[src/rtl/sap1_controller_sequencer.sv]
// SAP-1 control/sequencer: six-phase T-state ring plus instruction decode for the W-bus datapath.
// Optional SAP1_SINGLE_STEP_EN adds a 'step' input that advances the ring one state per rising edge.
//
// state  | meaning
// IDLE   | after reset, waiting for the first fetch
// T1     | PC -> MAR
// T2     | PC increment
// T3     | RAM -> IR
// T4..T6 | execute phases, decoded from ir_opcode
// HALT   | HLT executed, held until reset
module sap1_controller_sequencer #(
    parameter logic [3:0] OP_LDA = 4'b0000,
    parameter logic [3:0] OP_ADD = 4'b0001,
    parameter logic [3:0] OP_SUB = 4'b0010,
    parameter logic [3:0] OP_OUT = 4'b1110,
    parameter logic [3:0] OP_HLT = 4'b1111
) (
    input  logic       clk,
    input  logic       reset,
`ifdef SAP1_SINGLE_STEP_EN
    input  logic       step,
`endif
    input  logic [3:0] ir_opcode,
    output logic       cp,
    output logic       ep,
    output logic       lm,
    output logic       ce,
    output logic       li,
    output logic       ei,
    output logic       la,
    output logic       ea,
    output logic       su,
    output logic       eu,
    output logic       lb,
    output logic       lo,
    output logic [5:0] t_state,
    output logic       halted
);

    typedef enum logic [2:0] {
        S_IDLE, S_T1, S_T2, S_T3, S_T4, S_T5, S_T6, S_HALT
    } state_t;

    localparam logic [11:0] C_CP = 12'b1000_0000_0000;
    localparam logic [11:0] C_EP = 12'b0100_0000_0000;
    localparam logic [11:0] C_LM = 12'b0010_0000_0000;
    localparam logic [11:0] C_CE = 12'b0001_0000_0000;
    localparam logic [11:0] C_LI = 12'b0000_1000_0000;
    localparam logic [11:0] C_EI = 12'b0000_0100_0000;
    localparam logic [11:0] C_LA = 12'b0000_0010_0000;
    localparam logic [11:0] C_EA = 12'b0000_0001_0000;
    localparam logic [11:0] C_SU = 12'b0000_0000_1000;
    localparam logic [11:0] C_EU = 12'b0000_0000_0100;
    localparam logic [11:0] C_LB = 12'b0000_0000_0010;
    localparam logic [11:0] C_LO = 12'b0000_0000_0001;

    state_t      state, state_nxt;
    logic        advance;
    logic        out_en;
    logic [11:0] ctrl;

`ifdef SAP1_SINGLE_STEP_EN
    logic step_q, step_prev, fire;

    assign fire    = step_q & ~step_prev;
    assign advance = fire;

    // Control word is shown only in the cycle right after an advance so each step pulses cp once.
    always_ff @(posedge clk or negedge reset) begin
        if (!reset) begin
            step_q    <= 1'b0;
            step_prev <= 1'b0;
            out_en    <= 1'b0;
        end else begin
            step_q    <= step;
            step_prev <= step_q;
            out_en    <= fire;
        end
    end
`else
    assign advance = 1'b1;
    assign out_en  = 1'b1;
`endif

    always_ff @(posedge clk or negedge reset) begin
        if (!reset)
            state <= S_IDLE;
        else if (advance)
            state <= state_nxt;
    end

    always_comb begin
        state_nxt = state;
        case (state)
            S_IDLE: state_nxt = S_T1;
            S_T1:   state_nxt = S_T2;
            S_T2:   state_nxt = S_T3;
            S_T3:   state_nxt = S_T4;
            S_T4:   state_nxt = (ir_opcode == OP_HLT) ? S_HALT : S_T5;
            S_T5:   state_nxt = S_T6;
            S_T6:   state_nxt = S_T1;
            S_HALT: state_nxt = S_HALT;
            default: state_nxt = S_IDLE;
        endcase
    end

    always_comb begin
        ctrl = '0;
        case (state)
            S_T1: ctrl = C_EP | C_LM;
            S_T2: ctrl = C_CP;
            S_T3: ctrl = C_CE | C_LI;
            S_T4: begin
                if (ir_opcode == OP_LDA || ir_opcode == OP_ADD || ir_opcode == OP_SUB)
                    ctrl = C_EI | C_LM;
                else if (ir_opcode == OP_OUT)
                    ctrl = C_EA | C_LO;
            end
            S_T5: begin
                if (ir_opcode == OP_LDA)
                    ctrl = C_CE | C_LA;
                else if (ir_opcode == OP_ADD || ir_opcode == OP_SUB)
                    ctrl = C_CE | C_LB;
            end
            S_T6: begin
                if (ir_opcode == OP_ADD)
                    ctrl = C_EU | C_LA;
                else if (ir_opcode == OP_SUB)
                    ctrl = C_SU | C_EU | C_LA;
            end
            default: ctrl = '0;
        endcase
    end

    assign {cp, ep, lm, ce, li, ei, la, ea, su, eu, lb, lo} = out_en ? ctrl : 12'b0;

    always_comb begin
        t_state = 6'b000000;
        case (state)
            S_T1: t_state = 6'b000001;
            S_T2: t_state = 6'b000010;
            S_T3: t_state = 6'b000100;
            S_T4: t_state = 6'b001000;
            S_T5: t_state = 6'b010000;
            S_T6: t_state = 6'b100000;
            default: t_state = 6'b000000;
        endcase
    end

    assign halted = (state == S_HALT);

endmodule

[config.mk]
export PLATFORM = sky130hd
export DESIGN_NAME = sap1_controller_sequencer
export DESIGN_NICKNAME = d
export VERILOG_FILES = /design/src/rtl/sap1_controller_sequencer.sv
export SDC_FILE = /design/constraint.sdc
export NUM_CORES = 1
export LEC_CHECK = 0
export ABC_AREA = 1
export BUFFER_PORTS_ARGS = -buffer_cell sky130_fd_sc_hd__buf_4
export CORE_AREA = 2 2 39 41
export CTS_CLUSTER_DIAMETER = 120
export DETAILED_ROUTE_END_ITERATION = 8
export DIE_AREA = 0 0 41 43
export PLACE_DENSITY = 0.55
export SLEW_MARGIN = 20
export SYNTH_ARGS = -nofsm -noshare
export SYNTH_HDL_FRONTEND = slang
export SYNTH_SLANG_ARGS = --single-unit
export TNS_END_PERCENT = 10
[constraint.sdc]
create_clock -name clk -period 1.7 [get_ports clk]
set_input_delay 0.255 -clock clk [delete_from_list [all_inputs] [get_ports clk]]
set_output_delay 0.255 -clock clk [all_outputs]
set_load 0.01 [all_outputs]
==> run summary, run 1 <==
The flow ran to the end, and the final reports show no timing, DRC or antenna violations. After clock tree synthesis, the clock-pin slew on the worst setup and hold paths is 40 ps. The number of global-route vias before repair came out at 330. The global-route wire length before repair came out at 1240 um. Once the clock tree was built, the resizer swapped 0 gates to a different size.

Wires add up to 769 um. The average instance area after synthesis is 5.74 um2. The worst slack after detailed placement is 420 ps. The overall die area is 1760 um2.

The routed wirelength normalized by instance count is 7.93 um. The accumulated negative setup slack is 0 ps. The async set-reset flop share out of synthesis came out at 100%. The number of port buffers came out at 24. The setup slack of the critical path after layout is 184 ps. The leading cell type in the layout, fill and taps excluded is buf_4.

The synthesized netlist net count came out at 62. The number of CTS-inserted buffers came out at 3. In this run the power density over the cells is 1390 nW/um2. No sink is reached through more buffers than the 2 on the longest clock path. The maximum net fanout on the critical path came out at 6.

The pin count of the biggest net entering global routing came out at 7. The startpoint type of the worst setup path is a flop. Routability-driven placement finished with a final weighted congestion of 0.714. The endpoint arrival time on the critical path is 1260 ps. STA classifies the critical path endpoint as an output port. After synthesis, the largest family of logic cells by area is simple AND/OR/NAND/NOR gates. The post-synthesis compound-gate area fraction came out at 7.00%. The cell chosen for the clock root is clkbuf_4. Data on the critical path is required at its endpoint by 1440 ps. After the first detailed-routing iteration, the DRC count stood at 9.

The number of instances in the synthesized netlist is 56. The final-layout fill cell count is 151. After Yosys synthesis, and, or, nand and nor cells account for 46.3% of the synthesized area. The area occupied by multi-input gates came out at 171 um2. The post-synthesis instance area came out at 322 um2. The maximum level of the CTS H-tree came out at 1. After detailed placement, the total cell area comes to 492 um2.

The mux contribution to synthesized area is 0%. Traced cell by cell, the critical path runs through inv_1, nand3_2, nor3_1, buf_4. The register cell area after layout is 75.1 um2.

Leaving out filler cells and counting taps, the final layout contains 97. The clock sink count is 3. Setup repair after global routing left no endpoint under its margin. The setup path with the least slack is of type reg -> out.

The worst setup skew after layout is 3.34 ps. After detailed placement, the design holds a cell count of 92. After synthesis, the cell types taking the most area are dfrtp_1, nand2_1, inv_1. The number of flip-flops and latches in the synthesized netlist came out at 3. The final antenna-violating net count came out at 0. Once layout is complete, the utilization of the core stands at 38.2%. The tightest min-delay check is of the in -> async type. The worst-case IR drop observed on VDD is 0.542 mV. The adder and majority cell fraction of the synthesized area is 0%. The ratio of cells with drive above 1 in the final layout came out at 39.5%.

The number of maximum-capacitance violations is 0. The share of the synthesized area in the top cell type is 23.3%. The iteration count of the initial detailed-routing pass came out at 5. The total power draw is 733 uW. The area growth from synthesis to layout is 64.2%.

Among all flip-flop cells after synthesis, the most frequent one is dfrtp_1. The half-perimeter wire length of the detailed placement result is 665 um. The number of vias per cell after detailed routing came out at 4.09. Buffers added to address setup during post-CTS repair amount to 0.

The number of failing hold endpoints at the final stage came to 0. The worst relative slew slack is 84.6%. The worst hold-check slack is 342 ps.

The library cells used most frequently in the layout, excluding fill and tap cells, are buf_4, nand2_1, inv_1. The total number of vias is 397. For this run, design rule violations remaining after detail routing come to 0. Derived from the worst setup path, the maximum achievable clock frequency is 659 MHz.

Summing the areas of all xor and xnor instances in the mapped netlist gives 0% of the synthesized area. The number of inserted diodes is 0. The master of the slowest instance on the critical path is dfrtp_1. The biggest area contributor in the post-synthesis netlist is dfrtp_1. The number of warning messages in the yosys log came out at 0. The core region is 1380 um2. TritonCTS built the clock tree.

The die height is 43 um. The delay of the slowest cell on the worst path is 420 ps. The number of primary I/O pins came out at 25.

The worst register-to-register path has a setup slack of 720 ps. The initialized floorplan defines 14 standard-cell rows. After layout, the worst path uses 89.2% of the clock period.

The initial standard-cell utilization of the core came out at 23.2%. The number of distinct library cells after synthesis is 15. The finished cells cover 528 um2.

The width of the die is 41 um. The net count of the finished layout is 88. The smallest clock period supported by the final layout is computed as 1520 ps. For the pin with the worst max-slew slack, the measured transition is 229 ps.

The number of failing setup endpoints in the final timing report came out at 0. The sequential fraction of the synthesis area came out at 23.3%. Summed over all layers, the global routing overflow is 0.

The static leakage came out at 0.332 nW. At the later pin of the worst-skew pair, clock insertion delay measures 240 ps. Among cell families on the critical path, the largest total delay comes from flip-flops. The total buffers and inverters traversed by the critical path came out at 2. The global-route usage over all layers is 10.7%. The number of antenna violations at the first check in global routing was 0. Yosys mapped a number of flops with a built-in enable equal to 0. The final number of max-transition violations came to 0.
[report_power, final]
| part | total (mW) | leakage, nW | switching (mW) | internal, mW |
|---|---|---|---|---|
| combinational | 0.447 | 0.283 | 0.234 | 0.213 |
| clock | 0.127 | 0.0150 | 0.0387 | 0.0880 |
| sequential | 0.159 | 0.0339 | 0.0533 | 0.106 |
[worst register-to-register path: cells and delay by family, from the launching register on]
family                 cells  cell delay [ps]
buffers and inverters      1              110
AND/OR/NAND/NOR            4              370
flip-flops                 1              430
[layout make-up]
type,count,share of cell area (%)
Tap cell,16,3.79
Multi-Input combinational cell,37,32.5
Inverter,12,8.53
Clock buffer,4,4.98
Sequential cell,3,14.2
Timing Repair Buffer,25,36.0
[cells by family after synthesis]
kind of cell | count (synthesis)
and+or+nand+nor | 33
buffers and inverters | 16
AOI/OAI and AO/OA | 4
DFF | 3
[layer usage]
metal | part of all wire [%] | global-route usage (%)
met1 | 42 | 13.6
met2 | 46 | 14.4
met3 | 12 | 4.71
met4 | 0 | 6.00
met5 | 0 | 0
[final timing paths]
kind	startpoint	to	cells after the start
min in group clk	ir_opcode[1]	state[1]	5
max reg2reg	state[0]	state[1]	5
max in group asynchronous	reset	state[1]	2
min	reset	state[0]	2
min reg2reg	state[0]	state[0]	1
max	state[1]	ea	4
[what timing repair did]
action,in CTS,in global routing
hold endpoints to repair,3,0
hold buffers,1,0
endpoints found under the setup margin,0,0
[cell usage after synthesis (2+ instances only)]
library cell	n
buf_4	4
dfrtp_1	3
inv_1	11
nand2_1	16
nand3_1	4
nor2_1	8
o21ai_0	2
Note: power is estimated with default switching activity, not from simulation.
==> run 2: changes to the inputs <==
Settings changed: CELL_PAD_IN_SITES_DETAIL_PLACEMENT set to 2, CELL_PAD_IN_SITES_GLOBAL_PLACEMENT set to 2, CORE_AREA 2 2 39 41 to unset, CORE_MARGIN set to 1.5, CORE_UTILIZATION set to 17, DIE_AREA 0 0 41 43 to unset, PLACE_DENSITY 0.55 to 0.8.
==> run 2 against run 1 <==
- final area rose by 3.1%
- count of clock-buffer cells in the layout did not move
- maximum frequency rose by 1.3%
- critical path depth did not move
- sequential power rose by 3%
- power rose by 2.1%
- non-clock buffer count did not move
- global-route usage rose by 0.90 points
- sequential cell count did not move
- critical path type unchanged
==> run summary, run 2 (synthesized netlist as in run 1, its figures left out) <==
The run finished with clean final reports. Setup repair after global routing left no endpoint under its margin. The buffer count from post-CTS setup fixing is 0. The master of the slowest instance on the critical path is dfrtp_1. The area of all placed cells without fillers is 544 um2. In this run the cell area measured after placement is 503 um2. The worst setup skew after layout is 0.877 ps.

In this run the most used layer during global routing was met2. The worst register-to-register path ends at state[1]. Sequential cells account for 21.8% of the total power. The number of maximum-capacitance violations is 0. The width of the die is 46.5 um.

The register clock-pin slew on the reported worst setup and hold paths came out at 40 ps. The synthesis-to-layout area growth is 69.3%. In this run the power spent charging and discharging nets is 342 uW. The maximum net fanout on the critical path is 6. The count of buffers added on input and output ports is 24. The number of failing hold endpoints at the final stage is 0. The placeable core region came out at 1750 um2. The clock sink count came out at 3. The layout net count is 88. TritonCTS built the clock tree.

After detailed routing, the number of vias per cell comes to 3.98. The number of global-route vias before repair is 430. The clock network latency to the later pin of the worst-skew pair is 230 ps. The overall die area is 2160 um2.

The endpoint arrival time on the critical path is 1240 ps. CTS placed an instance of clkbuf_4 at the clock tree root. The met2 track utilization from global routing came out at 21.9%. The ratio of cells with drive above 1 in the final layout is 40.7%. The number of primary I/O pins came out at 25. The number of antenna violations at the first check in global routing came out at 0. The pin count of the biggest net entering global routing is 7.

The largest single stage delay on the critical path is 430 ps. The final number of max-transition violations was 0. The total number of vias is 422. Setup violations remaining at the end of the flow were counted as 0. The accumulated negative setup slack came out at 0 ps.

The global-route usage over all layers came out at 11.6%. The global routing usage on met1 came out at 13.3%. In this run the static leakage power is 0.332 nW. The count of cells along the worst register-to-register path came out at 5. The register-to-register setup slack came out at 710 ps. The number of inserted diodes is 0. The routed design has 1170 um of wire.

The maximum root-to-sink buffer count came out at 2. The number of cell rows came out at 15. The clock network is responsible for 16.2% of the overall power. Once the floorplan was initialized, standard cells occupied 18.4% of the core. STA classifies the critical path endpoint as an output port. The class of the most critical setup path is reg -> out. Static timing analysis puts the maximum clock frequency at 668 MHz. The fraction of power consumed by combinational cells came out at 62.1%.

The time the worst path needs with I/O delays and setup is 1500 ps. The final weighted congestion of routability-driven global placement is 0.671. The overall overflow remaining after global route came out at 0. The ratio of total power to cell area is 1380 nW/um2. The path class of the lowest-slack min-delay path is in -> async. The iteration count of the initial detailed-routing pass came out at 2.

The maximum level of the CTS H-tree is 1. The signal on the critical path passes through inv_1, nand3_2, nor3_2, buf_4. The switching part of the total power is 45.7%.

The half-perimeter wire length of the detailed placement result came out at 1040 um. The library cell used most frequently in the layout, excluding fill and tap cells, is buf_4. The period utilization is 88.0%. The worst relative slew slack is 85.7%. The startpoint type of the worst setup path is a flop. For this block, the initial DRC count from the detailed router was 1.

The met3 usage in global routing is 1.18%. At the pin with the least slew margin, the transition time is 214 ps. The origin of the critical flop-to-flop path is state[0].

The final antenna-violating net count is 0. The number of CTS-inserted buffers came out at 3. Across the VDD grid, the largest voltage drop is 0.445 mV. The internal power summed over all cells is 407 uW. The remaining routing DRC violations came out at 0. The global-route wire length before repair came out at 1780 um. In the layout the commonest cells are buf_4, nand2_1, inv_1. The routed wirelength normalized by instance count came out at 11.0 um. For the worst setup path, the data required time is 1440 ps. Measured along the y axis, the die boundary spans 46.5 um.
run 2: cell types whose count changed in the layout (fill, tap and decap cells not counted):
cell,delta
nor3_1,-1
nor3_2,+1
run 2: metrics by stage:
| stage | cells | utilization (%) | setup slack, ps | hold WS, ps | power [mW] |
|---|---|---|---|---|---|
| floorplan | 56 | - | 317 | -40.6 | 0.425 |
| global placement | 101 | 28.8 | 441 | 45.3 | 0.619 |
| detailed placement | 101 | 28.8 | 348 | 47.5 | 0.639 |
| CTS | 106 | 30.9 | 87.2 | 348 | 0.768 |
| global route | 106 | 31.2 | 74.5 | 379 | 0.827 |
| finish | 106 | 31.2 | 204 | 356 | 0.749 |
run 2: critical path: cells and delay by family (launching register included):
family	cells	cell delay (ps)
flops	1	430
simple gates	2	300
buf+inv	2	290
run 2: area by class of cell:
cell class / count / area (um2)
Clock buffer: 4 / 26.3
Fill cell: 226 / 1200
Inverter: 12 / 45.0
Multi-Input combinational cell: 37 / 176
Sequential cell: 3 / 75.1
Tap cell: 25 / 31.3
Timing Repair Buffer: 25 / 190
run 2: layer usage:
layer  share of wire, %  up-vias
met5                  0        -
met4                  0        0
met3                4.8        0
met2                 55       12
met1                 40      197
li1                   -      213
run 2: worst max-delay path by stage:
stage                     depth (start not counted)  end  startpoint
final                                             4   lo    state[1]
after global placement                            4   lo    state[0]
after CTS                                         4   lo    state[1]
after detailed placement                          4   lo    state[1]
after global routing                              4   lm    state[1]
after floorplan                                   4   lo    state[1]
run 2: timing repair:
item,CTS,global route
hold buffers,1,0
gates resized for setup,0,1
endpoints found under the hold margin,3,0
setup endpoints to repair,0,2
run 2: power groups by stage:
stage                     Sequential, mW  Clock, mW  Combinational, mW
after global placement             0.162          0              0.458
after CTS                          0.165      0.126              0.477
after detailed placement           0.166          0              0.474
after floorplan                    0.153          0              0.272
final                              0.163      0.121              0.465
after global routing               0.175      0.133              0.519
==> run 3: changes to the inputs <==
Settings changed: CORE_MARGIN 1.5 to unset, PLACE_DENSITY 0.8 to unset, PLACE_DENSITY_LB_ADDON set to 0.1.
==> run 3 against run 2 <==
- final cell count stayed put
- power is 0.95% higher
- non-clock buffer count stayed put
- first-iteration DRC count grew to 3.0 times the previous value
- sequential power is 2% higher
- global-route usage is 0.24 points lower
- utilization is 0.29 points lower
- critical path depth stayed put
- maximum frequency is 3.5% lower
- setup slack worse by 54 ps
- via count is 0.24% higher
==> run summary, run 3 (synthesized netlist as in run 1, its figures left out) <==
The number of failing setup endpoints in the final timing report came out at 0. The final weighted congestion of routability-driven global placement came out at 0.699. Entering global routing, the biggest net connects 7 pins.

The worst setup path is launched from a flop. The die is 45.5 um tall. After filler insertion, the fill cell instance count of the layout stands at 224.

Setup repair after global routing left no endpoint under its margin. The initial standard-cell utilization of the core is 18.4%. The completed layout was analyzed and its total power is 756 uW. The multi-input combinational cells in the finished layout cover a total of 171 um2. The worst setup skew after layout is 7.52 ps. The global-route usage over all layers came out at 11.3%. The worst relative slew slack came out at 84.7%.

The number of clock buffers added by TritonCTS is 3. The width of the die is 45.5 um. The final number of max-transition violations is 0. The master of the slowest instance on the critical path is dfrtp_1. The layout net count came out at 88. For met3 alone, demand over resource in global routing was 3.57%. The routed wirelength normalized by instance count came out at 9.73 um.

The endpoint arrival time on the critical path is 1300 ps. Summing all flip-flop and latch instances after layout gives 75.1 um2. Cells with a size suffix above 1 make up 39.5% of the layout. In this run the worst hold path is classified as in -> async.

On the worst path, the slowest cell contributes a delay of 430 ps. The logic depth of the worst setup path including buffers is 4. The met2 track utilization from global routing is 17.1%. The most utilized layer in the global route result is met2. The remaining routing DRC violations came out at 0. Clock-pin slew was measured on the worst setup and hold paths at 40 ps. After clock tree synthesis, the flow added hold-fix buffers numbering 1. Prior to clock tree synthesis, the placed netlist has a worst setup slack of 396 ps. The total of cells resized after clock tree synthesis came out at 0. The number of primary I/O pins is 25. The number of failing hold endpoints at the final stage came to 0. The worst setup path is captured at an output port.

The synthesis-to-layout area growth came out at 67.7%. In the layout the commonest cells are buf_4, nand2_1, inv_1. In this run the standard cell core region covers 1750 um2. The half-perimeter wire length of the detailed placement result came out at 894 um. The time the worst path needs with I/O delays and setup came out at 1550 ps. The run finished with clean final reports. The setup slack of the critical path after layout came out at 150 ps. The class of the most critical setup path is reg -> out. For the final routed database, the setup TNS stands at 0 ps. The maximum clock frequency came out at 645 MHz. The clock net in this run drives a total of 3 sinks. The reg-to-reg endpoint is state[1]. The global routing usage on met1 is 15.1%. The number of inserted diodes came out at 0. The slew of the pin with the lowest slew margin is 228 ps. The number of vias per cell after detailed routing came out at 3.99. Traced cell by cell, the critical path runs through inv_1, nand3_2, nor3_1, buf_4.

The number of cells on the worst reg-to-reg path is 5. The number of cell rows came out at 15. For this block, the initial DRC count from the detailed router was 3. Once detail routing completed, the nets flagged for antenna violations numbered 0.

The overall overflow remaining after global route came out at 0. The maximum net fanout on the critical path came out at 6. The maximum root-to-sink buffer count is 2. The number of maximum-capacitance violations is 0. The maximum ir drop on the vdd rail came out at 0.723 mV. The maximum level of the CTS H-tree is 1. The number of antenna violations at the first check in global routing is 0. The cell family with the largest share of critical-path delay is flip-flops. TritonCTS built the clock tree.

The register-to-register setup slack is 690 ps. The clock network latency to the later pin of the worst-skew pair is 230 ps. The library cell used most frequently in the layout, excluding fill and tap cells, is buf_4. The cell sitting at the root of the clock tree is a clkbuf_4.

The first global-routing pass estimated 1700 um of wire. The aggregate routed wire length came out at 1030 um. The static leakage came out at 0.332 nW. The ratio of total power to cell area came out at 1400 nW/um2.

The total number of vias is 423. The iteration count of the initial detailed-routing pass came out at 2. The data required time at the worst endpoint came out at 1440 ps. Together, buffers and inverters on the worst path number 2. During placement, the flow inserted port buffers numbering 24. The origin of the critical flop-to-flop path is state[0]. The buffer count from post-CTS setup fixing is 0. The number of global-route vias before repair came out at 401. The period utilization came out at 91.2%. The overall die area is 2070 um2.
run 3: worst max-delay path by stage:
stage	startpoint	to
finish	state[1]	lo
global route	state[1]	lo
CTS	state[1]	lo
detailed placement	state[1]	lo
global placement	flop	la
floorplan	state[1]	lo
run 3: metrics by stage:
| stage | cells | area [um2] | hold slack [ps] | util (%) |
|---|---|---|---|---|
| 2_1_floorplan | 56 | 322 | -40.6 | - |
| 3_3_place_gp | 101 | 503 | 46.4 | 28.8 |
| 3_5_place_dp | 101 | 503 | 47.5 | 28.8 |
| 4_1_cts | 106 | 539 | 351 | 30.9 |
| 5_1_grt | 106 | 539 | 363 | 30.9 |
| 6_report | 106 | 539 | 349 | 30.9 |
run 3: routing by layer:
metal	vias to the layer above	routed length, um
met5	-	0
met4	0	0
met3	0	57
met2	14	475
met1	196	498
li1	213	-
run 3: layout make-up:
class / count / share of cell area, %
inverter: 12 / 8.35
tap: 25 / 5.80
timing repair buffer: 25 / 35.3
multi-input combinational: 37 / 31.8
clock buffer: 4 / 4.87
sequential: 3 / 13.9
run 3: power breakdown:
part	total (mW)	switching (mW)	internal [mW]
Sequential	0.167	0.0609	0.106
Combinational	0.464	0.251	0.213
Clock	0.125	0.0374	0.0880
